**config.mk**
```make
export PLATFORM = sky130hd
export DESIGN_NAME = escalonador_cdb_flat
export DESIGN_NICKNAME = d
export VERILOG_FILES = /design/src/rtl/escalonador_cdb_if.sv /design/src/rtl/escalonador_cdb.sv /design/src/flat_wrapper.sv
export SDC_FILE = /design/constraint.sdc
export NUM_CORES = 1
export LEC_CHECK = 0
export CAP_MARGIN = 40
export CORE_MARGIN = 5
export CORE_UTILIZATION = 40
export CTS_CLUSTER_SIZE = 8
export DETAILED_ROUTE_END_ITERATION = 6
export PLACE_DENSITY = 0.85
export SLEW_MARGIN = 25
export SYNTH_ARGS = -nofsm -noshare
export SYNTH_HDL_FRONTEND = slang
export SYNTH_SLANG_ARGS = --single-unit
export TNS_END_PERCENT = 30
```
**constraint.sdc**
```tcl
create_clock -name clock -period 2.2 [get_ports clock]
set_input_delay 0.22 -clock clock [delete_from_list [all_inputs] [get_ports clock]]
set_output_delay 0.22 -clock clock [all_outputs]
set_load 0.02 [all_outputs]
```
**src/rtl/escalonador_cdb_if.sv**
```systemverilog
// Bundle of the CDB scheduler's requester, issue, register-query, broadcast and write-back signals.
interface escalonador_cdb_if #(
    parameter int NREQ = 3,
    parameter int LARG = 16
);
    logic [NREQ-1:0] req;
    logic [2:0]      tag0, tag1, tag2;
    logic [LARG-1:0] dado0, dado1, dado2;
    logic [NREQ-1:0] conc;
    logic            emite_valido;
    logic [2:0]      emite_rd, emite_tag;
    logic [2:0]      le_reg1, le_reg2;
    logic [2:0]      qi1, qi2;
    logic            cdb_valido;
    logic [2:0]      cdb_tag;
    logic [LARG-1:0] cdb_dado;
    logic            escr_hab;
    logic [2:0]      escr_reg;
    logic [LARG-1:0] escr_dado;

    modport master (
        output req, tag0, tag1, tag2, dado0, dado1, dado2,
        output emite_valido, emite_rd, emite_tag, le_reg1, le_reg2,
        input  conc, qi1, qi2, cdb_valido, cdb_tag, cdb_dado,
        input  escr_hab, escr_reg, escr_dado
    );

    modport slave (
        input  req, tag0, tag1, tag2, dado0, dado1, dado2,
        input  emite_valido, emite_rd, emite_tag, le_reg1, le_reg2,
        output conc, qi1, qi2, cdb_valido, cdb_tag, cdb_dado,
        output escr_hab, escr_reg, escr_dado
    );
endinterface

```
**src/rtl/escalonador_cdb.sv**
```systemverilog
// Round-robin CDB arbiter with registered broadcast, per-register producer-tag table (Qi)
// and a register-bank write port gated by tag ownership.
module escalonador_cdb #(
    parameter int NREQ = 3,
    parameter int LARG = 16
) (
    input  logic             clock,
    input  logic             reset_n,
    escalonador_cdb_if.slave bus
);
    localparam int NREG = 8;

    logic [NREQ-1:0][2:0]      tags;
    logic [NREQ-1:0][LARG-1:0] dados;
    logic [1:0]                p, p_next, win;
    logic                      grant;
    logic [NREG-1:0][2:0]      qi_tab;
    logic [NREG-1:0]           match;
    logic                      cdb_v;
    logic [2:0]                cdb_t;
    logic [LARG-1:0]           cdb_d;
    logic [2:0]                wreg;

    assign tags  = {bus.tag2, bus.tag1, bus.tag0};
    assign dados = {bus.dado2, bus.dado1, bus.dado0};

    // Search starts at the pointer and wraps, so the last winner has lowest priority next.
    always_comb begin
        logic [2:0] j;
        grant  = 1'b0;
        win    = '0;
        bus.conc = '0;
        for (int k = 0; k < NREQ; k++) begin
            j = 3'(p) + 3'(k);
            if (j >= 3'(NREQ)) j = j - 3'(NREQ);
            if (!grant && bus.req[j[1:0]]) begin
                grant = 1'b1;
                win   = j[1:0];
            end
        end
        if (grant) bus.conc[win] = 1'b1;
        p_next = p;
        if (grant) p_next = (win == 2'(NREQ - 1)) ? 2'd0 : win + 2'd1;
    end

    for (genvar r = 0; r < NREG; r++) begin : g_match
        assign match[r] = cdb_v && (cdb_t != 3'd0) && (qi_tab[r] == cdb_t);
    end

    always_comb begin
        wreg = '0;
        for (int r = 0; r < NREG; r++)
            if (match[r]) wreg = 3'(r);
    end

    assign bus.cdb_valido = cdb_v;
    assign bus.cdb_tag    = cdb_t;
    assign bus.cdb_dado   = cdb_d;
    assign bus.escr_hab   = |match;
    assign bus.escr_reg   = wreg;
    assign bus.escr_dado  = cdb_d;

    // Bypass: a register being written back this cycle already reads as ready.
    assign bus.qi1 = match[bus.le_reg1] ? 3'd0 : qi_tab[bus.le_reg1];
    assign bus.qi2 = match[bus.le_reg2] ? 3'd0 : qi_tab[bus.le_reg2];

    always_ff @(posedge clock) begin
        if (!reset_n) begin
            p      <= '0;
            cdb_v  <= 1'b0;
            cdb_t  <= '0;
            cdb_d  <= '0;
            qi_tab <= '0;
        end else begin
            p     <= p_next;
            cdb_v <= |bus.req;
            if (grant) begin
                cdb_t <= tags[win];
                cdb_d <= dados[win];
            end
            for (int r = 0; r < NREG; r++)
                if (match[r]) qi_tab[r] <= 3'd0;
            // Later assignment lets a new issue override the clear of the same register.
            if (bus.emite_valido && bus.emite_tag != 3'd0)
                qi_tab[bus.emite_rd] <= bus.emite_tag;
        end
    end
endmodule
```
**src/flat_wrapper.sv**
```systemverilog
// flat-port wrapper written by rule: the top's interface ports become plain ports
module escalonador_cdb_flat 
#(
    parameter int NREQ = 3,
    parameter int LARG = 16
)
  (clock, reset_n, bus_req, bus_tag0, bus_tag1, bus_tag2, bus_dado0, bus_dado1, bus_dado2, bus_emite_valido, bus_emite_rd, bus_emite_tag, bus_le_reg1, bus_le_reg2, bus_conc, bus_qi1, bus_qi2, bus_cdb_valido, bus_cdb_tag, bus_cdb_dado, bus_escr_hab, bus_escr_reg, bus_escr_dado);
  escalonador_cdb_if #(.NREQ(NREQ), .LARG(LARG)) bus_i ();
  input  logic clock;
  input  logic reset_n;
  input wire logic [$bits(bus_i.req)-1:0] bus_req;
  input wire logic [$bits(bus_i.tag0)-1:0] bus_tag0;
  input wire logic [$bits(bus_i.tag1)-1:0] bus_tag1;
  input wire logic [$bits(bus_i.tag2)-1:0] bus_tag2;
  input wire logic [$bits(bus_i.dado0)-1:0] bus_dado0;
  input wire logic [$bits(bus_i.dado1)-1:0] bus_dado1;
  input wire logic [$bits(bus_i.dado2)-1:0] bus_dado2;
  input wire logic [$bits(bus_i.emite_valido)-1:0] bus_emite_valido;
  input wire logic [$bits(bus_i.emite_rd)-1:0] bus_emite_rd;
  input wire logic [$bits(bus_i.emite_tag)-1:0] bus_emite_tag;
  input wire logic [$bits(bus_i.le_reg1)-1:0] bus_le_reg1;
  input wire logic [$bits(bus_i.le_reg2)-1:0] bus_le_reg2;
  output wire logic [$bits(bus_i.conc)-1:0] bus_conc;
  output wire logic [$bits(bus_i.qi1)-1:0] bus_qi1;
  output wire logic [$bits(bus_i.qi2)-1:0] bus_qi2;
  output wire logic [$bits(bus_i.cdb_valido)-1:0] bus_cdb_valido;
  output wire logic [$bits(bus_i.cdb_tag)-1:0] bus_cdb_tag;
  output wire logic [$bits(bus_i.cdb_dado)-1:0] bus_cdb_dado;
  output wire logic [$bits(bus_i.escr_hab)-1:0] bus_escr_hab;
  output wire logic [$bits(bus_i.escr_reg)-1:0] bus_escr_reg;
  output wire logic [$bits(bus_i.escr_dado)-1:0] bus_escr_dado;
  assign bus_i.req = bus_req;
  assign bus_i.tag0 = bus_tag0;
  assign bus_i.tag1 = bus_tag1;
  assign bus_i.tag2 = bus_tag2;
  assign bus_i.dado0 = bus_dado0;
  assign bus_i.dado1 = bus_dado1;
  assign bus_i.dado2 = bus_dado2;
  assign bus_i.emite_valido = bus_emite_valido;
  assign bus_i.emite_rd = bus_emite_rd;
  assign bus_i.emite_tag = bus_emite_tag;
  assign bus_i.le_reg1 = bus_le_reg1;
  assign bus_i.le_reg2 = bus_le_reg2;
  assign bus_conc = bus_i.conc;
  assign bus_qi1 = bus_i.qi1;
  assign bus_qi2 = bus_i.qi2;
  assign bus_cdb_valido = bus_i.cdb_valido;
  assign bus_cdb_tag = bus_i.cdb_tag;
  assign bus_cdb_dado = bus_i.cdb_dado;
  assign bus_escr_hab = bus_i.escr_hab;
  assign bus_escr_reg = bus_i.escr_reg;
  assign bus_escr_dado = bus_i.escr_dado;
  escalonador_cdb #(.NREQ(NREQ), .LARG(LARG)) u_core (.clock(clock), .reset_n(reset_n), .bus(bus_i));
endmodule
```
==> reports/qor.yml <==
sta:
  setup_viol: 8
  fin_skew_ps: 4.10
  post-route-period-util_pct: 104
  period_minus_slack_ps: 2280
  finalHoldViolCount: 0
  holdWs_ps: 470
  final_max_slew_viol_count: 0
  fmax_ghz: 0.439
  setup_slack_ps: -77.7
  slew_headroom_pct: 59.5
  worst_slew_pin_slew_ps: 602
  rsz0062_at_grt: "true"
logic_synthesis:
  syn-cell-area_sq_um: 3250
  yosys.area.top_type: "dfxtp_1"
  ys_seq_area_share_pct: 28.3
  syn_avg_cell_area_sq_um: 8.69
  synth.ff_latch_count: 46
  ys.warnings.count: 0
  yosysTopAreaCellShare_pct: 28.3
  ys.flop_type: "dfxtp_1"
  synth-edff-count: 0
  async_flop_share_pct: 0
  yosysUniqueCellTypes: 53
  synthCells: 374
  synth.top_cells.by_area: "dfxtp_1 (28%), mux4_2 (8.3%), nand2_1 (6.5%), a21boi_0 (5.3%), a22o_1 (4.8%)"
  synth_nets: 451
run:
  drv_cap: 0
floorplanning:
  fp.dieH_um: 100
  core_area_sq_um: 7810
  ios: 124
  fp-row-count: 32
  fp.dieArea_sq_um: 10000
  die_x_um: 100
  start_util_pct: 41.7
worst_setup_path:
  cp_data_arrival_time_ps: 2060
  cp-startpoint: "u_core.bus.cdb_tag[1]"
  critPathLaunchType: "flop"
  required_ps: 1980
  r2r_cells: 9
  rrSetupSlack_ps: 30
  critPathCapture: "bus_qi1[1]"
  setup.worst_path.end_class: "primary output"
  path_class: "reg2out"
  reg2reg_to: "u_core.bus.cdb_dado[8]"
  cp_max_fo: 7
  r2r-start: "u_core.p[1]"
final_layout:
  layout-drive-gt1-share_pct: 27.2
  postLayoutCoreUtil_pct: 65.2
  fill_cells: 643
  nets: 602
  antennaDiodeCount: 0
  synthToLayoutAreaGrowth_pct: 56.6
  layout.cells.non_filler: 628
routing:
  dr.pass1.iters: 5
  drt_iter0_markers: 264
  wl_per_cell_um: 18.3
  vias: 3598
  routed_wl_um: 11500
  drc: 0
  viasPerCell: 5.73
  detail-route-antenna-nets: 0
min_path:
  hold_path_class: "in2reg"
placed_design:
  hpwl_um: 8850
  pre_cts_slack_ps: -420
  place_congestion: 0.981
  io_buffer_count: 123
  dp.cells: 615
global_routing:
  grt_pass1_vias: 3818
  grt_overflow_total: 0
  grt_usage_pct: 22.7
  grt_pass1_wl_um: 18500
  grt_max_degree: 47
  antenna_found_initial: 0
power_and_ir_drop:
  power.leakage_nw: 1.95
  total_power_w: 0.00442
  vdd_drop_max_uv: 647
  power_density_nw_per_um2: 868
clock_tree:
  tritoncts: "done"
  root_buffer: "clkbuf_8"
  clock_path_buffers: 2
  clk_pin_slew_worst_paths_ps: 80
  clock_latency_ps: 300
  cts.sinks: 46
  cts_made_buffers: 5
  cts_max_level: 2
  holdBufCountCts: 0
outcome:
  violations: "negative setup slack"
  status: "complete, but fails checks"
layout make-up:
type / count / area, sq um / share of cell area (%)
Multi-Input combinational cell: 280 / 2190 / 43.0
Inverter: 4 / 15.0 / 0.295
Tap cell: 102 / 128 / 2.51
Timing Repair Buffer: 188 / 1740 / 34.1
Sequential cell: 46 / 932 / 18.3
Clock inverter: 1 / 5.00 / 0.0983
Clock buffer: 7 / 86.3 / 1.70
how the worst min path moves through the flow:
stage,cells past startpoint,start,to
2_1_floorplan,1,bus_req[2],u_core.bus.cdb_valido
4_1_cts,3,bus_tag0[1],u_core.bus.cdb_tag[1]
5_1_grt,3,bus_tag0[1],u_core.bus.cdb_tag[1]
3_3_place_gp,2,u_core.qi_tab[22],u_core.qi_tab[22]
6_report,3,bus_tag0[1],u_core.bus.cdb_tag[1]
3_5_place_dp,2,u_core.qi_tab[16],u_core.qi_tab[16]
Yosys cell counts (11+ instances only):
library cell and count:
mux4_2 12, clkbuf_1 14, a21oi_1 18, nand2_1 56, buf_4 16, dfxtp_1 46, and2_1 14, xnor2_1 15
a22o_1 18, nand3_1 11, o31a_1 14, a21boi_0 23
report_power, final:
group / total [W] / internal (W) / switching, W
Clock: 0.000541 / 0.000254 / 0.000287
Combinational: 0.00279 / 0.00140 / 0.00138
Sequential: 0.00109 / 0.000966 / 0.000127
Total: 0.00442 / 0.00262 / 0.00180
through the flow:
stage,cell area (sq um),setup TNS (ps)
floorplan,3260,0
global placement,4810,-3310
detailed placement,4810,-3940
CTS,4990,-545
global route,5090,-1290
finish,5090,-379
cell usage in the layout (no fill, tap or decap), drive strengths merged, types with 3 or more instances in the layout:
cell and n:
mux2i 6, buf 76, nor3 9, a21boi 24
nand3 11, and2 15, a21oi 19, and4 12
a221oi 7, nor2 8, nand2b 5, xnor2 15
a22o 18, xor2 9, clkdlybuf4s50 110, mux4 12
inv 4, dfxtp 46, and3 3, nand2 56
clkbuf 8, o21ai 10, o31a 14
layer usage:
layer  global-route usage, %  vias up  wire length [um]
met3                    4.52       23               975
met2                    40.0      197              5780
met5                       0        -                 0
met4                    7.56        0               248
met1                    27.6     1716              4510
li1                        -     1662                 -
registers in the layout, indices dropped and copies added (netlist names):
register,cells
u_core.bus.cdb_valido,1
u_core.bus.cdb_tag,3
u_core.bus.cdb_dado,16
u_core.qi_tab,24
u_core.p,2
timing repair:
item	4_1_cts	5_1_grt
buffers inserted	3	2
endpoints found under the hold margin	0	0
gates resized for setup	79	26
pin swaps	13	10
setup endpoints to repair	25	32
logic make-up after synthesis:
kind of cell / count (synthesis) / synth area share (%)
muxes: 18 / 10.2
AOI/OAI and AO/OA: 109 / 25.4
xor gates and xnor gates: 24 / 6.46
buffers and inverters: 48 / 8.31
and+or+nand+nor: 126 / 20.3
DFF: 46 / 28.3
adders and majority gates: 3 / 1.08
critical path: stages (launching register included):
cell and delay [ps]:
dfxtp_4 390, buf_6 140, xor2_2 170, nor3_2 180, buf_4 160, mux2i_2 80, o221a_1 290, a22o_1 230
buf_6 130
(Power assumes the default switching activity.)
